**src/rtl/data_mem_lsu_if.sv**
```systemverilog
// Load/store bundle: pipeline request/response plus both data-memory ports.
// The master modport is the LSU side (it initiates memory traffic), slave is
// the pipeline/memory environment around it.
interface data_mem_lsu_if #(
  parameter int unsigned ADDR_W = 15,
  parameter int unsigned DATA_W = 32
);
  logic              req_valid;
  logic              req_ready;
  logic              req_we;
  logic [2:0]        req_funct3;
  logic [31:0]       req_addr;
  logic [DATA_W-1:0] req_wdata;

  logic              resp_valid;
  logic [DATA_W-1:0] resp_rdata;
  logic              resp_err;

  logic [ADDR_W-1:0] mem_addra;
  logic [DATA_W-1:0] mem_dina;
  logic              mem_ena;
  logic [3:0]        mem_wea;
  logic [ADDR_W-1:0] mem_addrb;
  logic              mem_enb;
  logic [DATA_W-1:0] mem_doutb;

  modport master (
    input  req_valid, req_we, req_funct3, req_addr, req_wdata, mem_doutb,
    output req_ready, resp_valid, resp_rdata, resp_err,
    output mem_addra, mem_dina, mem_ena, mem_wea, mem_addrb, mem_enb
  );

  modport slave (
    output req_valid, req_we, req_funct3, req_addr, req_wdata, mem_doutb,
    input  req_ready, resp_valid, resp_rdata, resp_err,
    input  mem_addra, mem_dina, mem_ena, mem_wea, mem_addrb, mem_enb
  );
endinterface

```
**src/rtl/data_mem_lsu.sv**
```systemverilog
// RV32I load/store unit in front of a dual-port word-addressed data memory.
// One access at a time; sub-word stores are done as read-merge-write so the
// memory only ever sees full-word writes. All outputs are registered.
module data_mem_lsu #(
  parameter int unsigned ADDR_W = 15,
  parameter int unsigned DATA_W = 32
) (
  input logic            clk,
  input logic            rst,
  data_mem_lsu_if.master bus
);

  typedef enum logic [2:0] {StIdle, StRd, StMerge, StLdfmt, StWr, StResp} state_t;

  state_t            state;
  logic              we_q;
  logic [2:0]        funct3_q;
  logic [ADDR_W+1:0] addr_q;
  logic [15:0]       wdata_q;

  logic              resp_valid_q;
  logic [DATA_W-1:0] resp_rdata_q;
  logic              resp_err_q;
  logic              mem_ena_q;
  logic              mem_enb_q;
  logic [3:0]        mem_wea_q;
  logic [ADDR_W-1:0] mem_addra_q;
  logic [ADDR_W-1:0] mem_addrb_q;
  logic [DATA_W-1:0] mem_dina_q;

  logic              req_err;
  logic [7:0]        lane_b;
  logic [15:0]       lane_h;
  logic [DATA_W-1:0] ld_fmt;
  logic [DATA_W-1:0] st_merge;

  // Address bits above the memory size wrap, so they are deliberately dropped.
  logic unused_addr_hi;
  assign unused_addr_hi = ^bus.req_addr[31:ADDR_W+2];

  // Illegal funct3 or misalignment of the request currently offered.
  always_comb begin
    req_err = 1'b0;
    if (bus.req_we) begin
      case (bus.req_funct3)
        3'b000:  req_err = 1'b0;
        3'b001:  req_err = bus.req_addr[0];
        3'b010:  req_err = |bus.req_addr[1:0];
        default: req_err = 1'b1;
      endcase
    end else begin
      case (bus.req_funct3)
        3'b000, 3'b100: req_err = 1'b0;
        3'b001, 3'b101: req_err = bus.req_addr[0];
        3'b010:         req_err = |bus.req_addr[1:0];
        default:        req_err = 1'b1;
      endcase
    end
  end

  // Lane select and sign/zero extension of the word read back from port B.
  always_comb begin
    case (addr_q[1:0])
      2'd0:    lane_b = bus.mem_doutb[7:0];
      2'd1:    lane_b = bus.mem_doutb[15:8];
      2'd2:    lane_b = bus.mem_doutb[23:16];
      default: lane_b = bus.mem_doutb[31:24];
    endcase
    lane_h = addr_q[1] ? bus.mem_doutb[31:16] : bus.mem_doutb[15:0];
    case (funct3_q)
      3'b000:  ld_fmt = {{24{lane_b[7]}}, lane_b};
      3'b001:  ld_fmt = {{16{lane_h[15]}}, lane_h};
      3'b100:  ld_fmt = {24'b0, lane_b};
      3'b101:  ld_fmt = {16'b0, lane_h};
      default: ld_fmt = bus.mem_doutb;
    endcase
  end

  // Overlay the store byte/half onto the old word for the full-word write.
  always_comb begin
    st_merge = bus.mem_doutb;
    if (funct3_q[1:0] == 2'b00) begin
      case (addr_q[1:0])
        2'd0:    st_merge[7:0]   = wdata_q[7:0];
        2'd1:    st_merge[15:8]  = wdata_q[7:0];
        2'd2:    st_merge[23:16] = wdata_q[7:0];
        default: st_merge[31:24] = wdata_q[7:0];
      endcase
    end else if (addr_q[1]) begin
      st_merge[31:16] = wdata_q;
    end else begin
      st_merge[15:0] = wdata_q;
    end
  end

  // Access sequencer; every output is set on the transition into its state.
  always_ff @(posedge clk) begin
    if (rst) begin
      state        <= StIdle;
      we_q         <= 1'b0;
      funct3_q     <= 3'b000;
      addr_q       <= '0;
      wdata_q      <= '0;
      resp_valid_q <= 1'b0;
      resp_rdata_q <= '0;
      resp_err_q   <= 1'b0;
      mem_ena_q    <= 1'b0;
      mem_enb_q    <= 1'b0;
      mem_wea_q    <= 4'b0000;
      mem_addra_q  <= '0;
      mem_addrb_q  <= '0;
      mem_dina_q   <= '0;
    end else begin
      case (state)
        StIdle: begin
          if (bus.req_valid) begin
            we_q     <= bus.req_we;
            funct3_q <= bus.req_funct3;
            addr_q   <= bus.req_addr[ADDR_W+1:0];
            wdata_q  <= bus.req_wdata[15:0];
            if (req_err) begin
              resp_valid_q <= 1'b1;
              resp_err_q   <= 1'b1;
              resp_rdata_q <= '0;
              state        <= StResp;
            end else if (bus.req_we && bus.req_funct3 == 3'b010) begin
              mem_ena_q   <= 1'b1;
              mem_wea_q   <= 4'b1111;
              mem_addra_q <= bus.req_addr[ADDR_W+1:2];
              mem_dina_q  <= bus.req_wdata;
              state       <= StWr;
            end else begin
              // Loads and sub-word stores both start with a read of the word.
              mem_enb_q   <= 1'b1;
              mem_addrb_q <= bus.req_addr[ADDR_W+1:2];
              state       <= StRd;
            end
          end
        end
        StRd: begin
          mem_enb_q <= 1'b0;
          state     <= we_q ? StMerge : StLdfmt;
        end
        StMerge: begin
          mem_ena_q   <= 1'b1;
          mem_wea_q   <= 4'b1111;
          mem_addra_q <= addr_q[ADDR_W+1:2];
          mem_dina_q  <= st_merge;
          state       <= StWr;
        end
        StLdfmt: begin
          resp_valid_q <= 1'b1;
          resp_rdata_q <= ld_fmt;
          resp_err_q   <= 1'b0;
          state        <= StResp;
        end
        StWr: begin
          mem_ena_q    <= 1'b0;
          mem_wea_q    <= 4'b0000;
          resp_valid_q <= 1'b1;
          resp_rdata_q <= '0;
          resp_err_q   <= 1'b0;
          state        <= StResp;
        end
        StResp: begin
          resp_valid_q <= 1'b0;
          state        <= StIdle;
        end
        default: state <= StIdle;
      endcase
    end
  end

  // Enables are masked by rst so no memory access can happen during reset.
  assign bus.req_ready  = (state == StIdle) && !rst;
  assign bus.resp_valid = resp_valid_q && !rst;
  assign bus.resp_rdata = resp_rdata_q;
  assign bus.resp_err   = resp_err_q;
  assign bus.mem_ena    = mem_ena_q && !rst;
  assign bus.mem_enb    = mem_enb_q && !rst;
  assign bus.mem_wea    = rst ? 4'b0000 : mem_wea_q;
  assign bus.mem_addra  = mem_addra_q;
  assign bus.mem_addrb  = mem_addrb_q;
  assign bus.mem_dina   = mem_dina_q;

endmodule

```
**src/flat_wrapper.sv**
```systemverilog
// flat-port wrapper written by rule: the top's interface ports become plain ports
module data_mem_lsu_flat 
#(
  parameter int unsigned ADDR_W = 15,
  parameter int unsigned DATA_W = 32
)
  (clk, rst, bus_req_valid, bus_req_we, bus_req_funct3, bus_req_addr, bus_req_wdata, bus_mem_doutb, bus_req_ready, bus_resp_valid, bus_resp_rdata, bus_resp_err, bus_mem_addra, bus_mem_dina, bus_mem_ena, bus_mem_wea, bus_mem_addrb, bus_mem_enb);
  data_mem_lsu_if #(.ADDR_W(ADDR_W), .DATA_W(DATA_W)) bus_i ();
  input logic clk;
  input logic rst;
  input wire logic [$bits(bus_i.req_valid)-1:0] bus_req_valid;
  input wire logic [$bits(bus_i.req_we)-1:0] bus_req_we;
  input wire logic [$bits(bus_i.req_funct3)-1:0] bus_req_funct3;
  input wire logic [$bits(bus_i.req_addr)-1:0] bus_req_addr;
  input wire logic [$bits(bus_i.req_wdata)-1:0] bus_req_wdata;
  input wire logic [$bits(bus_i.mem_doutb)-1:0] bus_mem_doutb;
  output wire logic [$bits(bus_i.req_ready)-1:0] bus_req_ready;
  output wire logic [$bits(bus_i.resp_valid)-1:0] bus_resp_valid;
  output wire logic [$bits(bus_i.resp_rdata)-1:0] bus_resp_rdata;
  output wire logic [$bits(bus_i.resp_err)-1:0] bus_resp_err;
  output wire logic [$bits(bus_i.mem_addra)-1:0] bus_mem_addra;
  output wire logic [$bits(bus_i.mem_dina)-1:0] bus_mem_dina;
  output wire logic [$bits(bus_i.mem_ena)-1:0] bus_mem_ena;
  output wire logic [$bits(bus_i.mem_wea)-1:0] bus_mem_wea;
  output wire logic [$bits(bus_i.mem_addrb)-1:0] bus_mem_addrb;
  output wire logic [$bits(bus_i.mem_enb)-1:0] bus_mem_enb;
  assign bus_i.req_valid = bus_req_valid;
  assign bus_i.req_we = bus_req_we;
  assign bus_i.req_funct3 = bus_req_funct3;
  assign bus_i.req_addr = bus_req_addr;
  assign bus_i.req_wdata = bus_req_wdata;
  assign bus_i.mem_doutb = bus_mem_doutb;
  assign bus_req_ready = bus_i.req_ready;
  assign bus_resp_valid = bus_i.resp_valid;
  assign bus_resp_rdata = bus_i.resp_rdata;
  assign bus_resp_err = bus_i.resp_err;
  assign bus_mem_addra = bus_i.mem_addra;
  assign bus_mem_dina = bus_i.mem_dina;
  assign bus_mem_ena = bus_i.mem_ena;
  assign bus_mem_wea = bus_i.mem_wea;
  assign bus_mem_addrb = bus_i.mem_addrb;
  assign bus_mem_enb = bus_i.mem_enb;
  data_mem_lsu #(.ADDR_W(ADDR_W), .DATA_W(DATA_W)) u_core (.clk(clk), .rst(rst), .bus(bus_i));
endmodule
```
**config.mk**
```make
export PLATFORM = sky130hd
export DESIGN_NAME = data_mem_lsu_flat
export DESIGN_NICKNAME = d
export VERILOG_FILES = /design/src/rtl/data_mem_lsu_if.sv /design/src/rtl/data_mem_lsu.sv /design/src/flat_wrapper.sv
export SDC_FILE = /design/constraint.sdc
export NUM_CORES = 1
export LEC_CHECK = 0
export ABC_AREA = 1
export BUFFER_PORTS_ARGS = -buffer_cell sky130_fd_sc_hd__buf_2
export CORE_UTILIZATION = 40
export CTS_CLUSTER_SIZE = 14
export DETAILED_ROUTE_END_ITERATION = 8
export GPL_TIMING_DRIVEN = 0
export PLACE_DENSITY = 0.63
export SKIP_LAST_GASP = 1
export SLEW_MARGIN = 25
export SYNTH_ARGS = -nofsm -noshare
export SYNTH_HDL_FRONTEND = slang
export SYNTH_SLANG_ARGS = --single-unit
```
**constraint.sdc**
```tcl
create_clock -name clk -period 1.8 [get_ports clk]
set_clock_uncertainty 0.1 [all_clocks]
set_input_delay 0.09 -clock clk [delete_from_list [all_inputs] [get_ports clk]]
set_output_delay 0.09 -clock clk [all_outputs]
set_load 0.02 [all_outputs]
```
# Yosys cells after proc, flatten, opt, wreduce, memory -nomap -nowiden
# Cells that the tools add are included.
classes:
  bitwise: 2
  n_mux: 46
  n_reduce_logical: 30
  multipliers: 0
  div_mod_pow: 0
  n_shift: 0
  order_cmp: 0
  add_sub_neg: 0
  eq_ne: 19
ops:
  columns: ["operator", "n"]
  rows:
  - ["32-bit two-way mux", 6]
  - ["32-bit one-hot mux with 4 select lines", 1]
  - ["32-bit one-hot mux with 3 select lines", 1]
  - ["32-bit one-hot mux with 2 select lines", 1]
  - ["16-bit two-way mux", 3]
  - ["15-bit two-way mux", 3]
  - ["8-bit two-way mux", 4]
  - ["15-bit one-hot mux with 2 select lines", 1]
  - ["8-bit one-hot mux with 3 select lines", 1]
  - ["3-bit equality test (second input constant)", 6]
  - ["4-bit two-way mux", 4]
  - ["4-bit AND reduction", 4]
  - ["1-bit one-hot mux with 3 select lines", 4]
  - ["3-bit one-hot mux with 4 select lines", 1]
  - ["4-bit one-hot mux with 3 select lines", 1]
  - ["1-bit two-way mux", 10]
  - ["3-bit by 1-bit equality test with 1-bit output (second input constant)", 3]
  - ["3-bit by 2-bit equality test with 1-bit output (second input constant)", 3]
  - ["3-bit zero test", 3]
  - ["3-bit two-way mux", 3]
  - ["3-bit AND reduction", 3]
  - ["3-bit nonzero test", 3]
  - ["2-bit OR reduction", 4]
  - ["2-bit inequality test (second input constant)", 3]
  - ["other kinds (11)", 21]
totals:
  ram_bits: 0
  input_bits: 103
  mem_bits_ro: 0
  out_inout_bits: 103
  regBits: 142
  memories: 0
  latchBits: 0

# Longest topological paths before layout
# Gate-level depths: netlist (run 1).
logic_depth:
  depth_word: 7
  ltp_mapped: 11

# Least setup slack after synthesis (run 1)
# No wires, ideal clock.
synth_timing:
  path_kind: "flip-flop to flip-flop"
  start: "register u_core.state[0]"
  end: "register u_core.mem_addrb_q[10] (netlist: u_core.bus.mem_addrb[10])"
  stages_incl_launch_ff: 10
  path_slack_ps: 226
  setup_ps: 118
  arrival_ps: 1357
  required_time_ps: 1582
  path_cell_list: "dfxtp_1 -> inv_2 -> nand2_2 -> nor2_8 -> nand2_1 -> buf_2 -> buf_2 -> or2_0 -> o21ai_1 -> a21oi_2"
synth_between:
  elab_chain_len: 2
synth_lines:
  columns: ["element", "line", "rtl"]
  rows:
  - ["start: declaration", "data_mem_lsu.sv:15", "state_t state;"]
  - ["start signal: assignment", "data_mem_lsu.sv:99", "state <= StIdle;"]
  - ["start signal: assignment", "data_mem_lsu.sv:125", "state <= StResp;"]
  - ["start signal: assignment", "data_mem_lsu.sv:131", "state <= StWr;"]
  - ["3-bit zero test", "data_mem_lsu.sv:114", "case (state)"]
  - ["4-bit AND reduction (no source line)", null, null]
  - ["end signal: assignment", "data_mem_lsu.sv:135", "mem_addrb_q <= bus.req_addr[ADDR_W+1:2];"]
  - ["end: declaration", "data_mem_lsu.sv:28", "logic [ADDR_W-1:0] mem_addrb_q;"]
# No other way between the ends.
# A chain may end at the register's enable or synchronous reset.

# Worst setup path in the final report (run 1)
layout_timing:
  start: "register u_core.state[0]"
  end: "register u_core.mem_addrb_q[12] (netlist: u_core.bus.mem_addrb[12])"
# The elaborated chain is that of the path after synthesis.

==> summary.txt, run 1 <==
Route
  – Count of nets left with antenna violations after detail routing: 0
  – Number of vias in the routed layout: 9041
  – Routed wire length per instance: 16.5 um
  – Post-detailed-route DRC marker count: 0
  – Wire length on met3: 2020 um
  – First-pass iteration count of the detailed router: 6
  – Wire length on met2: about 14000 um
  – DRC marker count from the first detailed-route iteration: 514
  – Total wire length after detailed routing: 29800 um
  – Number of vias per cell: 5.02
  – Met1 Routed Length: 13000 um
  – Top layer in use: met4

Power
  – Pleak: 0.00526 uW
  – Overall power consumption: between 15000 and 20000 uW
  – Power Internal: 9160 uW
  – IR drop worst, VDD: ~710 uV
  – Sequential power share: 0.260
  – Power per cell area: 1610 nW/um2
  – Clock network fraction of design power: 0.203
  – Fraction of power consumed by combinational cells: 0.537
  – Net Sw Frac: 0.462
  – P_sw: 7860 uW

Synth
  – Xor and xnor area share after synthesis: 0
  – Synth Register Bits: 138
  – Combinational family with the most area after synthesis: simple AND/OR/NAND/NOR gates
  – Gate count of the mapped netlist: 1253
  – Mapped Area: between 7000 and 8000 um2
  – Adder-cell share of the synthesized area: 0
  – Syn avg cell area: 6.23 um2
  – Fraction of the yosys area taken by sequential cells: 0.354
  – Simple-gate portion of the synthesized area: 0.331
  – Post-synthesis compound-gate area fraction: 0.185
  – Mux cell area share after synthesis: 0
  – Count of yosys warnings during synthesis: 0
  – Post-synth top flop: sky130_fd_sc_hd__dfxtp_1
  – Count of unique library cells instantiated by Yosys: 34
  – Number of enable flip-flop cells after synthesis: 0
  – Syn Nets: 1356
  – Fraction of registers with async set/reset: 0

CTS
  – H-tree levels: 4
  – Clock-pin slew on the worst setup and hold paths: roughly 60 ps
  – Max clock buf depth: 2
  – Clock buffers created by TritonCTS: 17
  – Clock latency on the worst-skew pair: 430 ps
  – Clock tree root driver cell: sky130_fd_sc_hd__clkbuf_16
  – TritonCTS clock tree: yes
  – Clock sink count: 138

GRT
  – Initial antenna violation count: 0
  – Wire length of the first global-routing pass: between 40000 and 50000 um
  – Remaining global-route overflow: 0
  – Overall Global Routing Usage: 0.296
  – Number of global-route vias before repair: just over 8000
  – Largest net degree at the start of global routing: 17

Timing
  – Hold Vio Cnt, Final: 0
  – Pin slew with the least headroom to its limit: 582 ps
  – Max Clk Rate: between 500 and 600 MHz
  – Worst slack on hold paths: 8.86 ps
  – Count of final max-slew check failures: 0
  – Post-route fraction of the period consumed by the critical path: 0.979
  – Post-layout worst setup margin: around 37 ps
  – Unrepaired setup endpoints after global routing: true
  – Final setup violating endpoints: 0
  – Shortest period the worst path allows: 1760 ps
  – Max-slew headroom at the worst pin: 0.612

Setup path
  – Maximum fanout count along the critical path: 10
  – Required @ worst endpoint: 2030 ps
  – Category of the worst setup path launch point: flop
  – Slowest cell on the critical path: sky130_fd_sc_hd__dfxtp_4
  – CP endpoint kind: flop
  – WP data arrival: 1990 ps
  – Total buffers and inverters traversed by the critical path: 3
  – Type of the setup path with the least slack: reg2reg
  – CP max stage delay: 360 ps
  – Top cell family by delay on the critical path: simple AND/OR/NAND/NOR gates
  – Most prevalent standard cell on the critical path: sky130_fd_sc_hd__buf_4
  – Crit path cell chain: inv_4 -> nand2_4 -> nor2_8 -> nand2_1 -> buf_4 -> buf_4 -> or2_1 -> o21ai_2 -> a21oi_2

Cells and area
  – Layout overhead on the synthesized area: 35.8%
  – Cell Count, Final, Fillers Out: 1802
  – Sequential cell area: 2780 um2
  – Ratio of cells with drive above 1 in the final layout: 0.267
  – Multi-input gate area in the final layout: 4150 um2
  – Count of inserted antenna diode cells: 0
  – Final Net Count: 1633
  – Fill count: 1977

Floorplanning
  – Boundary Pins: 206
  – Core box area: around 19000 um2
  – Rows: 50
  – Y dimension of the die: 142 um
  – Die Wd: about 140 um
  – Die Footprint: around 20000 um2
  – Starting density of the core: 0.413

Placement
  – Instance count after placement with tap cells included: 1702
  – Detail Placement HPWL: 21900 um
  – Pre-CTS setup slack: -360 ps
  – Routability-driven placement congestion ratio: 0.953
  – Count of port buffers added during placement: 189

Status
  – Result of the run: finished, final reports clean

Worst hold path
  – Min-delay worst type: in2reg

Run
  – Max-Cap Viols: 0
[flip-flops by register name, summed over array words and instances, names as in the netlist]
register,cells
u_core.addr_q,17
u_core.bus.mem_addra,15
u_core.bus.mem_addrb,15
u_core.bus.mem_dina,32
u_core.bus.resp_err,1
u_core.bus.resp_rdata,32
u_core.funct3_q,3
u_core.mem_enb_q,1
u_core.mem_wea_q,1
u_core.resp_valid_q,1
u_core.state,3
u_core.wdata_q,16
u_core.we_q,1
[what timing repair did]
| action | CTS | global route |
|---|---|---|
| pin swaps | 6 | 12 |
| hold buffers | 47 | 0 |
| endpoints found under the hold margin | 70 | 0 |
| endpoints found under the setup margin | 112 | 126 |
| setup buffers | 7 | 13 |
| resized for setup | 55 | 97 |
| cloned | 2 | 1 |
[path summary, 6_finish.rpt]
path	from	endpoint	slack, ps	cells after the start
max	u_core.state[0]	u_core.bus.mem_addrb[12]	40	9
min	bus_req_wdata[22]	u_core.bus.mem_dina[22]	9	5
max reg2reg	u_core.state[0]	u_core.bus.mem_addrb[12]	40	9
min reg2reg	u_core.addr_q[10]	u_core.addr_q[10]	340	2
[kinds of logic after synthesis]
kind of cell    Yosys count
compound gates          262
buf+inv                 244
flops                   138
simple gates            609
[worst min-delay path: cells and delay by family]
family                 cells  cell delay [ps]
AND/OR/NAND/NOR            3              210
AO/OA/AOI/OAI              1              120
buffers and inverters      1               90
[cells in the mapped netlist (2+ instances only)]
library cell | instances | area [um2]
sky130_fd_sc_hd__nand2_1 | 370 | 1390
sky130_fd_sc_hd__inv_1 | 141 | 529
sky130_fd_sc_hd__dfxtp_1 | 138 | 2760
sky130_fd_sc_hd__a21oi_1 | 131 | 656
sky130_fd_sc_hd__nor2_1 | 111 | 417
sky130_fd_sc_hd__o21ai_0 | 78 | 390
sky130_fd_sc_hd__nand3_1 | 67 | 335
sky130_fd_sc_hd__clkbuf_1 | 34 | 128
sky130_fd_sc_hd__or2_2 | 33 | 206
sky130_fd_sc_hd__buf_2 | 25 | 125
sky130_fd_sc_hd__inv_2 | 19 | 71.3
sky130_fd_sc_hd__o211ai_1 | 18 | 135
sky130_fd_sc_hd__buf_4 | 13 | 97.6
sky130_fd_sc_hd__o21a_1 | 11 | 82.6
sky130_fd_sc_hd__o21ai_1 | 9 | 45.0
sky130_fd_sc_hd__a21oi_2 | 8 | 70.1
sky130_fd_sc_hd__buf_1 | 8 | 30.0
sky130_fd_sc_hd__or2_0 | 7 | 43.8
sky130_fd_sc_hd__nand2_2 | 4 | 25.0
sky130_fd_sc_hd__nor2_2 | 4 | 25.0
sky130_fd_sc_hd__o2111ai_1 | 4 | 35.0
sky130_fd_sc_hd__buf_6 | 3 | 33.8
sky130_fd_sc_hd__nand3_4 | 3 | 52.6
sky130_fd_sc_hd__nor3_1 | 3 | 15.0
sky130_fd_sc_hd__nand4_1 | 2 | 12.5
[power by group through the flow]
| stage | Sequential [uW] | Combinational (uW) | Clock, uW |
|---|---|---|---|
| detailed placement | 4450 | 7850 | 0 |
| global placement | 4440 | 7810 | 0 |
| finish | 4430 | 9140 | 3450 |
| global route | 4530 | 10000 | 3610 |
| floorplan | 5110 | 4810 | 0 |
| CTS | 4410 | 8460 | 3490 |
[per-stage QoR]
stage / cell area [um2] / util / setup TNS (ps)
2_1_floorplan: 7810 / - / 0
3_3_place_gp: 9080 / 0.480 / -18960
3_5_place_dp: 9080 / 0.480 / -21030
4_1_cts: 10300 / 0.545 / -46.9
5_1_grt: 10600 / 0.561 / -307
6_report: 10600 / 0.561 / 0
[layout make-up]
cell class                      instances  area share
Inverter                              161      0.0581
Clock inverter                         14      0.0130
Buffer                                 82      0.0521
Sequential cell                       138       0.262
Multi-Input combinational cell        872       0.392
Clock buffer                           17      0.0401
Tap cell                              260      0.0307
Timing Repair Buffer                  258       0.152
[placed cells by master, fill, tap and decap left out, types with 5 or more instances in the layout]
cell,Yosys,final
sky130_fd_sc_hd__clkbuf_4,0,13
sky130_fd_sc_hd__o211ai_1,18,18
sky130_fd_sc_hd__nor2_4,1,5
sky130_fd_sc_hd__clkbuf_16,0,18
sky130_fd_sc_hd__a21oi_1,131,131
sky130_fd_sc_hd__clkbuf_1,34,15
sky130_fd_sc_hd__inv_1,141,138
sky130_fd_sc_hd__or2_2,33,33
sky130_fd_sc_hd__dfxtp_1,138,134
sky130_fd_sc_hd__nand3_1,67,67
sky130_fd_sc_hd__inv_6,0,6
sky130_fd_sc_hd__o21ai_1,9,22
sky130_fd_sc_hd__nor2_1,111,105
sky130_fd_sc_hd__buf_6,3,13
sky130_fd_sc_hd__dlygate4sd3_1,0,47
sky130_fd_sc_hd__clkbuf_2,0,12
sky130_fd_sc_hd__nand2_2,4,7
sky130_fd_sc_hd__buf_2,25,196
sky130_fd_sc_hd__or2_1,1,6
sky130_fd_sc_hd__o21ai_2,0,6
sky130_fd_sc_hd__nand2_1,370,361
sky130_fd_sc_hd__buf_4,13,37
sky130_fd_sc_hd__nor2_2,4,6
sky130_fd_sc_hd__o21a_1,11,11
sky130_fd_sc_hd__nand2_4,1,7
sky130_fd_sc_hd__o21ai_0,78,59
sky130_fd_sc_hd__a21oi_2,8,8
sky130_fd_sc_hd__clkinvlp_4,0,5
sky130_fd_sc_hd__inv_2,19,19
[layer usage]
layer / vias to the layer above / GRT usage
li1: 4486 / -
met1: 4103 / 0.386
met2: 387 / 0.483
met3: 65 / 0.0462
met4: 0 / 0.132
met5: - / 0
Power figures use the tool's default switching activity.
==> inputs of run 2 (changes only) <==
REMOVE_ABC_BUFFERS = 1   (was unset)
==> summary.txt, run 2 (synthesis results as in run 1) <==
Status
  – Result of the run: complete, but fails checks (was finished, final reports clean)
  – Violated checks: negative hold slack

GRT
  – Met3 Resource Use GR: 0.0773 (was 0.0462)
  – GR met2 Demand/Resource: 0.468 (was 0.483)
  – GRT met1 Usage: 0.384 (was 0.386)
  – Remaining global-route overflow: 0 (unchanged)
  – Busiest grt layer: met2 (unchanged)
  – Overall Global Routing Usage: 0.296 (about the same)
  – Largest net degree at the start of global routing: 73 (was 17)
  – Initial antenna violation count: 1 (was 0)
  – Number of global-route vias before repair: 8479 (was 8288)
  – Wire length of the first global-routing pass: 45700 um (was 45200 um)

Setup path
  – Type of the setup path with the least slack: reg2reg (unchanged)
  – Reg2Reg Launch Point: u_core.state[2] (was u_core.state[0])
  – Required @ worst endpoint: 2040 ps (was 2030 ps)
  – CP Launch Point: u_core.state[2] (was u_core.state[0])
  – Worst R2R Setup Slack: 40 ps (about the same)
  – Worst Reg2Reg Path Length in Cells: 10 (was 9)
  – CP endpoint kind: flop (unchanged)
  – Worst reg2reg path endpoint: u_core.bus.mem_dina[14] (was u_core.bus.mem_addrb[12])
  – Category of the worst setup path launch point: flop (unchanged)
  – Maximum fanout count along the critical path: 18 (was 10)
  – Crit path capture: u_core.bus.mem_dina[14] (was u_core.bus.mem_addrb[12])
  – WP data arrival: 1990 ps (about the same)

Route
  – Number of vias in the routed layout: 9339 (was 9041)
  – Count of nets left with antenna violations after detail routing: 0 (unchanged)
  – Post-detailed-route DRC marker count: 0 (unchanged)
  – First-pass iteration count of the detailed router: 5 (was 6)
  – Number of vias per cell: 5.21 (was 5.02)
  – Routed wire length per instance: 17.3 um (was 16.5 um)
  – Total wire length after detailed routing: 31000 um (was 29800 um)
  – DRC marker count from the first detailed-route iteration: 858 (was 514)

CTS
  – H-tree levels: 4 (unchanged)
  – TritonCTS clock tree: yes (unchanged)
  – Clock sink count: 138 (unchanged)
  – Clock-pin slew on the worst setup and hold paths: 70 ps (was 60 ps)
  – Max clock buf depth: 2 (unchanged)
  – Clock tree root driver cell: sky130_fd_sc_hd__clkbuf_16 (unchanged)
  – Clock buffers created by TritonCTS: 17 (unchanged)
  – Clock latency on the worst-skew pair: 440 ps (was 430 ps)

Cells and area
  – Commonest cells after routing, fill and taps aside: 355 x sky130_fd_sc_hd__nand2_1, 189 x sky130_fd_sc_hd__buf_2, 133 x sky130_fd_sc_hd__inv_1 (was 361 x sky130_fd_sc_hd__nand2_1, 196 x sky130_fd_sc_hd__buf_2, 138 x sky130_fd_sc_hd__inv_1)
  – Ratio of cells with drive above 1 in the final layout: 0.278 (was 0.267)
  – Sequential cell area: 2780 um2 (about the same)
  – Final Net Count: 1621 (was 1633)
  – Layout overhead on the synthesized area: 42.9% (was 35.8%)
  – Most common cell after layout, fill and taps aside: sky130_fd_sc_hd__nand2_1 (unchanged)
  – Fill count: 1848 (was 1977)
  – Cell Count, Final, Fillers Out: 1793 (was 1802)
  – Layout Cell Area excl Fill: 11200 um2 (was 10600 um2)
  – Multi-input gate area in the final layout: 4600 um2 (was 4150 um2)

Floorplanning
  – Core box area: 18900 um2 (unchanged)
  – Y dimension of the die: 142 um (unchanged)
  – Rows: 50 (unchanged)
  – Die Footprint: 20100 um2 (unchanged)
  – Die Wd: 142 um (unchanged)
  – Starting density of the core: 0.413 (unchanged)
  – Boundary Pins: 206 (unchanged)

Placement
  – Count of port buffers added during placement: 190 (was 189)
  – Instance count after placement with tap cells included: 1623 (was 1702)
  – Placed inst area: 8760 um2 (was 9080 um2)
  – Routability-driven placement congestion ratio: 0.846 (was 0.953)
  – Detail Placement HPWL: 16000 um (was 21900 um)

Timing
  – Count of final max-slew check failures: 0 (unchanged)
  – Unrepaired setup endpoints after global routing: true (unchanged)
  – Max-slew headroom at the worst pin: 0.434 (was 0.612)
  – Hold Vio Cnt, Final: 1 (was 0)
  – Post-route fraction of the period consumed by the critical path: 0.976 (was 0.979)
  – Max Clk Rate: 569 MHz (was 567 MHz)
  – Pin slew with the least headroom to its limit: 849 ps (was 582 ps)
  – Shortest period the worst path allows: 1760 ps (about the same)
  – Worst slack on hold paths: -2.64 ps (was 8.86 ps)
  – Final setup violating endpoints: 0 (unchanged)

Power
  – Pleak: 0.00536 uW (was 0.00526 uW)
  – Power per cell area: 1680 nW/um2 (was 1610 nW/um2)
  – IR drop worst, VDD: 850 uV (was 710 uV)
  – Overall power consumption: 18800 uW (was 17000 uW)

Run
  – Max-Cap Viols: 0 (unchanged)

Worst hold path
  – Min-delay worst type: in2reg (unchanged)
-- run 2: timing repair --
item / in CTS / in global routing
buffers inserted: 22 / 27
pin swaps: 10 / 15
cloned: 24 / 9
hold buffers: 54 / 0
setup endpoints to repair: 101 / 96
gates resized for setup: 66 / 42
endpoints found under the hold margin: 95 / 0
-- run 2: worst min-delay path by stage --
stage,from,to,cells past startpoint
global placement,bus_req_wdata[13],u_core.wdata_q[13],3
floorplan,rst,u_core.bus.resp_rdata[0],1
CTS,bus_mem_doutb[10],u_core.bus.resp_rdata[10],5
global route,bus_req_wdata[22],u_core.bus.mem_dina[22],5
detailed placement,bus_req_wdata[13],u_core.wdata_q[13],3
finish,bus_mem_doutb[28],u_core.bus.resp_rdata[28],5
-- run 2: worst max-delay path, cell delays in order (launching register included) --
cell                        delay (ps)
sky130_fd_sc_hd__dfxtp_4           390
sky130_fd_sc_hd__inv_2              60
sky130_fd_sc_hd__nand2_4           120
sky130_fd_sc_hd__nor2_4             60
sky130_fd_sc_hd__buf_6             140
sky130_fd_sc_hd__clkbuf_16         170
sky130_fd_sc_hd__or2_2             270
sky130_fd_sc_hd__nand2_1            70
sky130_fd_sc_hd__nand3_1           100
sky130_fd_sc_hd__nand2_1           100
sky130_fd_sc_hd__nor2_1             50
-- run 2: layer usage --
metal | wire length, um | share of wire
met1 | 12800 | 0.41
met2 | 14100 | 0.46
met3 | 2960 | 0.096
met4 | 1110 | 0.036
met5 | 0 | 0
-- run 2: layout make-up --
| type | count | share of cell area |
|---|---|---|
| Multi-Input combinational cell | 895 | 0.412 |
| Inverter | 161 | 0.0585 |
| Sequential cell | 138 | 0.249 |
| Antenna cell | 2 | 0.000449 |
| Timing Repair inverter | 6 | 0.00449 |
| Clock buffer | 17 | 0.0381 |
| Tap cell | 260 | 0.0292 |
| Timing Repair Buffer | 299 | 0.192 |
| Clock inverter | 15 | 0.0151 |
-- run 2: power by group --
| part | switching [uW] | internal, uW | total (uW) |
|---|---|---|---|
| Combinational | 7030 | 3680 | 10700 |
| Sequential | 532 | 3970 | 4500 |
| Clock | 1720 | 1880 | 3590 |
-- run 2: per-stage QoR --
stage | util | TNS, ps | setup slack (ps)
2_1_floorplan | - | -121880 | -1630
3_3_place_gp | 0.459 | -288940 | -3140
3_5_place_dp | 0.464 | -88900 | -1270
4_1_cts | 0.563 | -13.7 | -13.7
5_1_grt | 0.590 | -180 | -56.6
6_report | 0.591 | 0 | 42.5
